## config.mk

```make
export PLATFORM = sky130hd
export DESIGN_NAME = ysyx_25030081_mem_arbiter
export DESIGN_NICKNAME = d
export VERILOG_FILES = /design/src/rtl/ysyx_25030081_mem_arbiter.sv
export SDC_FILE = /design/constraint.sdc
export NUM_CORES = 1
export LEC_CHECK = 0
export BUFFER_PORTS_ARGS = -buffer_cell sky130_fd_sc_hd__buf_2
export CAP_MARGIN = 0
export CORE_AREA = 3 3 109 111
export CTS_BUF_LIST = sky130_fd_sc_hd__clkbuf_16
export DETAILED_ROUTE_END_ITERATION = 8
export DIE_AREA = 0 0 112 114
export PLACE_DENSITY = 0.83
export SLEW_MARGIN = 20
export SYNTH_ARGS = -nofsm -noshare
export SYNTH_HDL_FRONTEND = slang
export SYNTH_SLANG_ARGS = --single-unit
```

## constraint.sdc

```tcl
create_clock -name clk -period 2.96 [get_ports clk]
set_input_delay 0.148 -clock clk [delete_from_list [all_inputs] [get_ports clk]]
set_output_delay 0.148 -clock clk [all_outputs]
set_load 0.03 [all_outputs]
```

## src/rtl/ysyx_25030081_mem_arbiter.sv

```systemverilog
// Two-master (IFU=m0, LSU=m1) round-robin arbiter in front of one single-ported memory slave.
// Optional counters: define YSYX_25030081_ARB_PERF_EN to add perf_gnt0/perf_gnt1/perf_wait.
//
// state | meaning
// IDLE  | pick a winner, accept its request and latch the payload
// SREQ  | present the latched request to the slave until it is accepted
// SRSP  | forward the slave response to the granted master
module ysyx_25030081_mem_arbiter #(
  parameter int ADDR_WIDTH = 32,
  parameter int DATA_WIDTH = 32
) (
  input  logic                      clk,
  input  logic                      rst,
  input  logic [1:0]                m_req_valid,
  output logic [1:0]                m_req_ready,
  input  logic [2*ADDR_WIDTH-1:0]   m_addr,
  input  logic [1:0]                m_wen,
  input  logic [2*DATA_WIDTH-1:0]   m_wdata,
  input  logic [2*DATA_WIDTH/8-1:0] m_wmask,
  output logic [1:0]                m_rsp_valid,
  input  logic [1:0]                m_rsp_ready,
  output logic [DATA_WIDTH-1:0]     m_rdata,
  output logic                      s_req_valid,
  input  logic                      s_req_ready,
  output logic [ADDR_WIDTH-1:0]     s_addr,
  output logic                      s_wen,
  output logic [DATA_WIDTH-1:0]     s_wdata,
  output logic [DATA_WIDTH/8-1:0]   s_wmask,
  input  logic                      s_rsp_valid,
  output logic                      s_rsp_ready,
  input  logic [DATA_WIDTH-1:0]     s_rdata
`ifdef YSYX_25030081_ARB_PERF_EN
  ,
  output logic [31:0]               perf_gnt0,
  output logic [31:0]               perf_gnt1,
  output logic [31:0]               perf_wait
`endif
);

  localparam int MW = DATA_WIDTH / 8;

  typedef enum logic [1:0] {IDLE, SREQ, SRSP} state_t;

  state_t                state, state_nxt;
  logic                  gnt, last_gnt, winner, accept, done;
  logic [ADDR_WIDTH-1:0] addr_q;
  logic                  wen_q;
  logic [DATA_WIDTH-1:0] wdata_q;
  logic [MW-1:0]         wmask_q;

  // A lone requester always wins; on a tie the master not served last wins.
  always_comb begin
    case (m_req_valid)
      2'b01:   winner = 1'b0;
      2'b10:   winner = 1'b1;
      default: winner = ~last_gnt;
    endcase
  end

  always_comb begin
    state_nxt   = state;
    m_req_ready = 2'b00;
    m_rsp_valid = 2'b00;
    s_req_valid = 1'b0;
    s_rsp_ready = 1'b0;
    accept      = 1'b0;
    done        = 1'b0;
    case (state)
      IDLE: begin
        if (|m_req_valid) begin
          accept              = 1'b1;
          m_req_ready[winner] = 1'b1;
          state_nxt           = SREQ;
        end
      end
      SREQ: begin
        s_req_valid = 1'b1;
        if (s_req_ready) state_nxt = SRSP;
      end
      SRSP: begin
        m_rsp_valid[gnt] = s_rsp_valid;
        s_rsp_ready      = m_rsp_ready[gnt];
        if (s_rsp_valid && m_rsp_ready[gnt]) begin
          done      = 1'b1;
          state_nxt = IDLE;
        end
      end
      default: state_nxt = IDLE;
    endcase
  end

  // Payload is only shown to the slave while the request is pending, so idle outputs stay 0.
  assign s_addr  = (state == SREQ) ? addr_q  : '0;
  assign s_wen   = (state == SREQ) ? wen_q   : 1'b0;
  assign s_wdata = (state == SREQ) ? wdata_q : '0;
  assign s_wmask = (state == SREQ) ? wmask_q : '0;
  assign m_rdata = s_rdata;

  always_ff @(posedge clk) begin
    if (rst) begin
      state    <= IDLE;
      gnt      <= 1'b0;
      last_gnt <= 1'b1;
      addr_q   <= '0;
      wen_q    <= 1'b0;
      wdata_q  <= '0;
      wmask_q  <= '0;
    end else begin
      state <= state_nxt;
      if (accept) begin
        gnt     <= winner;
        addr_q  <= winner ? m_addr[2*ADDR_WIDTH-1:ADDR_WIDTH]  : m_addr[ADDR_WIDTH-1:0];
        wen_q   <= m_wen[winner];
        wdata_q <= winner ? m_wdata[2*DATA_WIDTH-1:DATA_WIDTH] : m_wdata[DATA_WIDTH-1:0];
        wmask_q <= winner ? m_wmask[2*MW-1:MW]                 : m_wmask[MW-1:0];
      end
      if (done) last_gnt <= gnt;
    end
  end

`ifdef YSYX_25030081_ARB_PERF_EN
  always_ff @(posedge clk) begin
    if (rst) begin
      perf_gnt0 <= '0;
      perf_gnt1 <= '0;
      perf_wait <= '0;
    end else begin
      if (accept && !winner) perf_gnt0 <= perf_gnt0 + 32'd1;
      if (accept && winner)  perf_gnt1 <= perf_gnt1 + 32'd1;
      if ((|m_req_valid) && (m_req_ready == 2'b00)) perf_wait <= perf_wait + 32'd1;
    end
  end
`endif

endmodule

```

* Word-level counts from Yosys, hierarchy flattened *
Index checks and enable logic that the tools add are counted.

operators by class
  order comparisons = 4
  equal/unequal tests = 7
  muxes and demuxes = 29
  bitwise logic cells = 2
  reductions and logical operators = 6

operators by type and width
  kind                                                                          count
  32-bit 2-to-1 mux                                                             4
  1-bit 2-to-1 mux                                                              13
  2-bit 2-to-1 mux                                                              6
  4-bit 2-to-1 mux                                                              2
  2-bit inequality test, second input constant                                  3
  2-bit one-hot mux with 3 select lines                                         1
  2-bit by 1-bit equality test with 1-bit output, second input constant         2
  2-bit equality test, second input constant                                    2
  1-bit by 2-bit less-than comparator with 1-bit output, second input constant  2
  1-bit logical AND                                                             3
  3-bit AND reduction                                                           1
  2-bit AND                                                                     1
  1-bit demux with 1-bit select                                                 2
  1-bit >= comparator, second input constant                                    2
  2-bit logical NOT                                                             1
  1-bit one-hot mux with 2 select lines                                         1
  2-bit OR reduction                                                            1
  1-bit inverter                                                                1

storage, ports and cells
  register bits = 73
  input bits = 178

* Logic depth before layout (Yosys ltp) *
Gate-level depths: netlist of run 1.

  depth after elaboration = 8
  depth in mapped cells = 7
  mapped depth without buffers = 5

* Least setup slack after synthesis of run 1 *
Ideal clock, no wire load.

  path kind = input port to output port
  from = input port m_req_valid[0]
  to = output port m_req_ready[1]
  data arrival time = 1.821 ns
  data required time = 2.812 ns
  path slack = 0.991 ns
  cell stages on the path = 6
  buffers on the path = 2
  cell sequence = inv_1 -> ha_1 -> or2_2 -> buf_2 -> buf_2 -> a21boi_0

on the way
  cells in the longest elaborated chain, start to end = 8
  elaborated cells on any way between the ends = 11

RTL lines
  element                                                                                                             RTL line  source
  start: declaration                                                                                                  14        input logic [1:0] m_req_valid,
  2-bit equality test or 2-bit by 1-bit equality test with 1-bit output (tied branches)                               53        case (m_req_valid)
  1-bit one-hot mux with 2 select lines                                                                               53
  1-bit by 2-bit less-than comparator with 1-bit output (not written as such) or 1-bit >= comparator (tied branches)  72        m_req_ready[winner] = 1'b1;
  1-bit logical AND (not written as such)                                                                             72
  1-bit 2-to-1 mux (not written as such)                                                                              72
  1-bit demux with 1-bit select                                                                                       72
  2-bit 2-to-1 mux *                                                                                                  70        if (|m_req_valid) begin
  2-bit 2-to-1 mux *                                                                                                  68        case (state)
  end: declaration                                                                                                    15        output logic [1:0] m_req_ready,

Every way passes the cells marked *; elsewhere a longest branch is shown, timed or not.

* Worst setup path in the final report of run 1 *
  from = register state[0]
  to = output port s_wdata[3]

on the way
  cells in the longest elaborated chain, start to end = 2

RTL lines
  element                                         RTL line  source
  start: declaration                              44        state_t state, state_nxt;
  start signal: assignment                        109       state <= state_nxt;
  2-bit by 1-bit equality test with 1-bit output  95        assign s_wdata = (state == SREQ) ? wdata_q : '0;
  32-bit 2-to-1 mux                               95
  end: declaration                                27        output logic [DATA_WIDTH-1:0] s_wdata,

Every way passes these cells.

==> metrics.md, run 1 <==
| Metric | Value |
|---|---|
| Outcome | `complete, no violations` |
| CTS tree | `done` |
| Hold Fails Final Rpt | `0` |
| Post-DP HPWL | `8.86 mm` |
| CTS H-tree lvls | `3` |
| Mapped Cells | `around 540` |
| Syn nets | `721` |
| Starting Density | `38.1%` |
| Crit path DAT | `between 1500 and 2000 ps` |
| Clk sinks | `73` |
| Worst R2R Path Depth | `4` |
| Crit-path max FO | `slightly above 40` |
| Max VDD drop | `roughly 0.32 mV` |
| Clock Pin Slew Worst Setup and Hold Paths | `60 ps` |
| Core area | `between 0.01 and 0.015 mm2` |
| Area delta synth->final | `28.8%` |
| CP max stage cell | `nor2b_4` |
| Root buf cell | `clkbuf_16` |
| CTS Buffer Depth | `2` |
| Reg area | `approximately 0.0015 mm2` |
| Multi-input gate area | `roughly 0.0022 mm2` |
| Dpl cell area | `approximately 0.0051 mm2` |
| Final Wtd Congestion | `slightly above 0.8` |
| Area share of the largest cell type after synthesis | `roughly a third` |
| CP Launch Type | `register` |
| Nets@finish | `approximately 870` |
| Wire length on met2 | `just over 6 mm` |
| DIE HEIGHT | `114 um` |
| YS warnings | `0` |
| CTS resizes | `0` |
| TritonRoute pass-1 iters | `5` |
| Top sig layer | `met4` |
| Met1 Wirelength | `approximately 5.4 mm` |
| Setup Fix Bufs, Post-CTS | `0` |
| Leakage | `about 2.6 nW` |
| Skew final | `about 4.8 ps` |
| Die ar. | `0.0128 mm2` |
| Worst Hold Depth | `3` |
| PortBufs | `220` |
| Vias in the first global route | `between 4000 and 5000` |
| Register area share after synthesis | `around a third` |
| CTS buffer count | `9` |
| Critical Path Stages | `4` |
| Slew @ Worst Pin | `755 ps` |
| Hold/Removal Path Class | `in -> reg` |
| Largest net degree at the start of global routing | `75` |
| # setup viols final | `0` |
| Minimum clock period | `around 2100 ps` |
| Initial DRC Count | `415` |
| Critical Path RT | `~2800 ps` |
| CP Class | `reg -> out` |
| Setup repair after global routing missed its margin | `no` |
| Synth Cell Area | `a little over 0.004 mm2` |
| Gr ovfl total | `0` |
| Netlist cell types | `29` |
| Remaining routing DRC violations | `0` |
| Antenna violations before repair | `0` |
| Yosys top cell by area | `dfxtp_1` |
| Design Area, Final | `roughly 0.0053 mm2` |
| Layout cells sized above 1 | `between 30% and 40%` |
| Vias per cell | `approximately 5.4` |
| Fmax | `about 0.47 GHz` |
| Fillers | `1106` |
| # diodes | `0` |
| Antenna-violating nets left | `0` |
| First-pass GRT wire length | `between 20 and 25 mm` |
| Row count | `38` |
| Pins Over Slew Limit | `0` |
| Final Cycle Share | `around 70%` |
| Max-cap violation count | `0` |
| Max incr delay on CP | `between 500 and 600 ps` |
| Hold-fix buffers, CTS | `0` |
| Crit. End Element | `output port` |
| Insertion delay of the later-clocked pin in the worst-skew pair | `between 300 and 400 ps` |
| Via count | `4462` |
| Pwr dens | `550 mW/mm2` |
| Synth Register Bits | `73` |
| Die Wd | `between 100 and 150 um` |
| Slew margin rel. | `about half` |
| Crit path cell chain | `nor2b_4 > buf_12 > and2_1 > buf_2` |
| Syn_area_per_cell | `about 7.7 um2` |
| Post-Route Setup TNS | `0 ps` |
| Kind of cell adding the most delay to the critical path | `simple AND/OR/NAND/NOR gates` |
| WL met3 | `between 1 and 1.5 mm` |
| Synth area leaders | `dfxtp_1 (35%), a311oi_1 (15%), and2_1 (10%)` |
| Worst Path Buf+Inv | `2` |
| Drt total wl | `approximately 13 mm` |
| Total GRT Usage | `approximately a fifth` |
| Ports | `around 290` |
| Drt wl/cell | `approximately 15 um` |
-- routing by layer --
layer	up-vias	track usage, %
li1	2200	-
met1	2030	25.5
met2	218	31.9
met3	14	5.62
met4	0	5.77
met5	-	0
-- logic make-up (layout without fill, tap and decap cells) --
kind of cell | after synthesis | in the layout | synth area share, %
mux | 1 | 1 | 0.241
buf+inv | 96 | 249 | 12.5
simple gates | 224 | 224 | 27.6
fa+ha+maj | 2 | 2 | 0.603
flops | 73 | 73 | 35.2
compound gates | 145 | 145 | 23.9
-- state kept, by name, summed over array words and instances (netlist names) --
register and flops:
addr_q 32, wdata_q 32, wmask_q 4, state 2, gnt 1, last_gnt 1, wen_q 1
-- path summary, 6_finish.rpt --
check / startpoint / endpoint / slack (ps)
max: state[0] / s_wdata[3] / 830
min: s_req_ready / state[1] / 90
max reg2reg: last_gnt / addr_q[5] / 1210
min reg2reg: wdata_q[9] / wdata_q[9] / 490
-- cells in the mapped netlist --
cell	n
dfxtp_1	73
nor2_1	72
a311oi_1	69
and2_1	69
nand3_1	69
o21ai_0	69
clkbuf_1	35
buf_4	32
buf_2	17
buf_1	4
inv_1	4
a21oi_1	3
nand2_1	3
nor2b_1	3
and3_1	2
buf_6	2
clkbuf_2	2
ha_1	2
a21boi_0	1
a31oi_1	1
and2_2	1
mux2i_1	1
nand4b_1	1
nor2_4	1
nor3_1	1
nor3_4	1
o21ai_1	1
o21bai_1	1
or2_2	1
-- placed cells by master, fill, tap and decap left out, types with 2 or more instances in the layout --
| master | instances |
|---|---|
| dfxtp_1 | 73 |
| nand3_1 | 69 |
| clkbuf_16 | 9 |
| clkinv_2 | 4 |
| and3_1 | 2 |
| buf_4 | 2 |
| nor2b_1 | 2 |
| a311oi_1 | 69 |
| and2_1 | 69 |
| nand2_1 | 2 |
| ha_1 | 2 |
| nor2_1 | 72 |
| buf_2 | 220 |
| o21ai_0 | 69 |
| a21oi_1 | 3 |
| inv_1 | 7 |
| buf_12 | 7 |
-- metrics by stage --
| step | setup WS, ps | hold WS [ps] | total power, mW | std cells | util, % |
|---|---|---|---|---|---|
| after global placement | 916 | 296 | 2.00 | 818 | 46.7 |
| after global routing | 627 | 86.0 | 3.11 | 834 | 49.1 |
| after floorplan | 991 | 284 | 1.82 | 541 | - |
| final | 827 | 85.2 | 2.94 | 834 | 49.1 |
| after detailed placement | 899 | 296 | 2.01 | 818 | 46.7 |
| after CTS | 796 | 70.4 | 2.97 | 834 | 49.1 |
-- worst reg2reg max path: stages, from the launching register on --
cell      delay [ps]
dfxtp_1          450
or2_2            530
buf_12           280
nand3_1          110
a311oi_1         300
-- power by group --
part           switching [mW]  total, mW  internal (mW)
Sequential             0.0615       1.18           1.11
Clock                   0.402      0.954          0.552
Combinational           0.493      0.808          0.314
Total                   0.957       2.94           1.98
-- final cells by class --
class                   instances  area share [%]
clock buffers                   9            4.21
clock inverters                 7           0.585
flip-flops and latches         73            27.3
repair buffers                229            23.5
multi-input cells             372            40.8
well taps                     140            3.28
inverters                       4           0.281
(Power assumes the default switching activity.)
==> inputs of run 2 (changes only) <==
Settings changed: CORE_AREA 3 3 109 111 to unset, CORE_MARGIN set to 3, CORE_UTILIZATION set to 38, DIE_AREA 0 0 112 114 to unset, PLACE_DENSITY 0.83 to 0.87.
Clock period 2.96 ns to 1.94 ns, I/O delays scaled along.
==> run 2 against run 1 <==
  * Critical path depth stayed put
  * Routed wire length is 0.83% lower
  * Core utilization increased by 3.2 points
  * Combinational power is 56% higher
  * Cell area rose by 2.3%
  * Via count is 2.1% higher
  * Non-clock buffer count rose by 7
  * Critical path type unchanged
  * Critical endpoint is now s_wdata[4]
  * Largest cell class unchanged
==> metrics.md, run 2 (synthesized netlist as in run 1, its figures left out) <==
| Metric | Value |
|---|---|
| Outcome | `complete, no violations` |
| Slew @ Worst Pin | `349 ps (-406 ps)` |
| TritonRoute pass-1 iters | `5 (unchanged)` |
| Crit path cell chain | `nor2b_4 > buf_4 > and2_1 > buf_2` |
| Hold-fix buffers, CTS | `0 (unchanged)` |
| CP Class | `reg -> out` |
| Minimum clock period | `approximately 1700 ps` |
| Crit-path max FO | `38 (-7.3%)` |
| # diodes | `0 (unchanged)` |
| Skew final | `6.69 ps (+1.93 ps)` |
| Post-route setup slack | `231 ps (-597 ps)` |
| Starting Density | `39.7% (+1.6 points)` |
| Slew margin rel. | `76.7% (+27 points)` |
| Post-DP HPWL | `8.61 mm (-2.9%)` |
| Total power | `4.93 mW (+68%)` |
| Final Wtd Congestion | `0.788 (-3.3%)` |
| Max VDD drop | `0.501 mV (+56%)` |
| Dpl cell area | `0.00510 mm2 (+0.25%)` |
| Die ar. | `0.0122 mm2 (-4.3%)` |
| Remaining routing DRC violations | `0 (unchanged)` |
| First-pass GRT wire length | `20.3 mm (-2.3%)` |
| Design Area, Final | `0.00547 mm2 (+2.3%)` |
| CTS buffer count | `9 (unchanged)` |
| Pwr dens | `901 mW/mm2 (+64%)` |
| Placed insts | `818 (unchanged)` |
| # setup viols final | `0 (unchanged)` |
| Largest net degree at the start of global routing | `74 (-1.3%)` |
| Row count | `37 (-2.6%)` |
| Root buf cell | `clkbuf_16` |
| Kind of cell adding the most delay to the critical path | `buffers and inverters` |
| Pins Over Slew Limit | `0 (unchanged)` |
| Hold Fails Final Rpt | `0 (unchanged)` |
| Fmax | `0.585 GHz` |
| Most common cell after layout, fill and taps aside | `buf_2` |
| Worst Path Buf+Inv | `2 (unchanged)` |
| Ports | `285 (unchanged)` |
| Setup repair after global routing missed its margin | `no` |
| Critical Path RT | `1840 ps (-970 ps)` |
| DIE HEIGHT | `111 um (-3.1%)` |
| Final Cycle Share | `88.1%` |
| Regs by FF count | `addr_q (32), wdata_q (32), wmask_q (4)` |
| Die Wd | `111 um (-1.3%)` |
| Antenna-violating nets left | `0 (unchanged)` |
| Vias in the first global route | `4173 (-2.6%)` |
| Gr ovfl total | `0 (unchanged)` |
| Drt wl/cell | `15.2 um (-1.2%)` |
| Vias per cell | `5.44 (+1.8%)` |
| Area delta synth->final | `31.7%` |
| CTS H-tree lvls | `3 (unchanged)` |
| Clk sinks | `73 (unchanged)` |
| Layout cells sized above 1 | `36.4% (+0.64 points)` |
| Leakage | `2.62 nW (+1.8%)` |
| Hold WS | `25.3 ps (-59.9 ps)` |
| Crit. End Element | `output port` |
| Hold/Removal Path Class | `in -> reg` |
| Crit path DAT | `1610 ps (-370 ps)` |
| Initial DRC Count | `363 (-13%)` |
| Antenna violations before repair | `0 (unchanged)` |
| Drt total wl | `12.8 mm (-0.83%)` |
| Final core utilization | `52.2% (+3.2 points)` |
| Total GRT Usage | `19.5% (-0.17 points)` |
| Max incr delay on CP | `400 ps (-190 ps)` |
| CTS tree | `done` |
| Insertion delay of the later-clocked pin in the worst-skew pair | `320 ps (about the same)` |
| Post-Route Setup TNS | `0 ps (unchanged)` |
| CTS Buffer Depth | `2 (unchanged)` |
| Non-filler cells, final | `837 (+0.36%)` |
| CP max stage cell | `dfxtp_1` |
| Core area | `0.0105 mm2 (-3.9%)` |
| PortBufs | `220 (unchanged)` |
| Clock Pin Slew Worst Setup and Hold Paths | `60 ps (about the same)` |
| Max-cap violation count | `0 (unchanged)` |
| Nets@finish | `876 (+0.81%)` |
| Most frequent cells in the layout | `buf_2 (220), dfxtp_1 (73), nor2_1 (72)` |
| Via count | `4557 (+2.1%)` |
| CP Launch Type | `register` |
| Setup slack at placement | `149 ps (-750 ps)` |
run 2: layout make-up:
cell class	count	area, um2
Multi-Input combinational cell	372	2180
Clock inverter	7	109
Inverter	4	15.0
Sequential cell	73	1460
Fill cell	1039	5000
Clock buffer	9	225
Timing Repair Buffer	236	1310
Tap cell	136	170
run 2: worst register-to-register path, delay by kind of cell, from the launching register on:
family                 cells  cell delay (ps)
DFF                        1              320
buffers and inverters      1              410
and+or+nand+nor            2              450
AOI/OAI and AO/OA          1              320
run 2: where the power goes:
group / total, mW / switching, mW / leakage (nW) / internal, mW
Combinational: 1.26 / 0.765 / 1.86 / 0.496
Clock: 1.88 / 0.632 / 0.158 / 1.24
Sequential: 1.79 / 0.0898 / 0.607 / 1.70
Total: 4.93 / 1.49 / 2.62 / 3.44
run 2: final timing paths:
| check | from | endpoint | slack [ps] | cells past startpoint |
|---|---|---|---|---|
| max | state[0] | s_wdata[4] | 230 | 4 |
| min | s_req_ready | state[1] | 30 | 3 |
| max reg2reg | last_gnt | addr_q[18] | 340 | 4 |
| min reg2reg | addr_q[19] | addr_q[19] | 490 | 2 |
run 2: per-layer routing:
metal	vias to the layer above	wire, um	track usage (%)
met5	-	0	0
met4	0	216	6.24
met3	23	1070	5.75
met2	240	6350	33.2
met1	2087	5120	23.5
li1	2207	-	-
run 2: repair_timing:
action | 4_1_cts | 5_1_grt
buffers inserted | 0 | 2
endpoints found under the setup margin | 0 | 2
resized for setup | 0 | 1
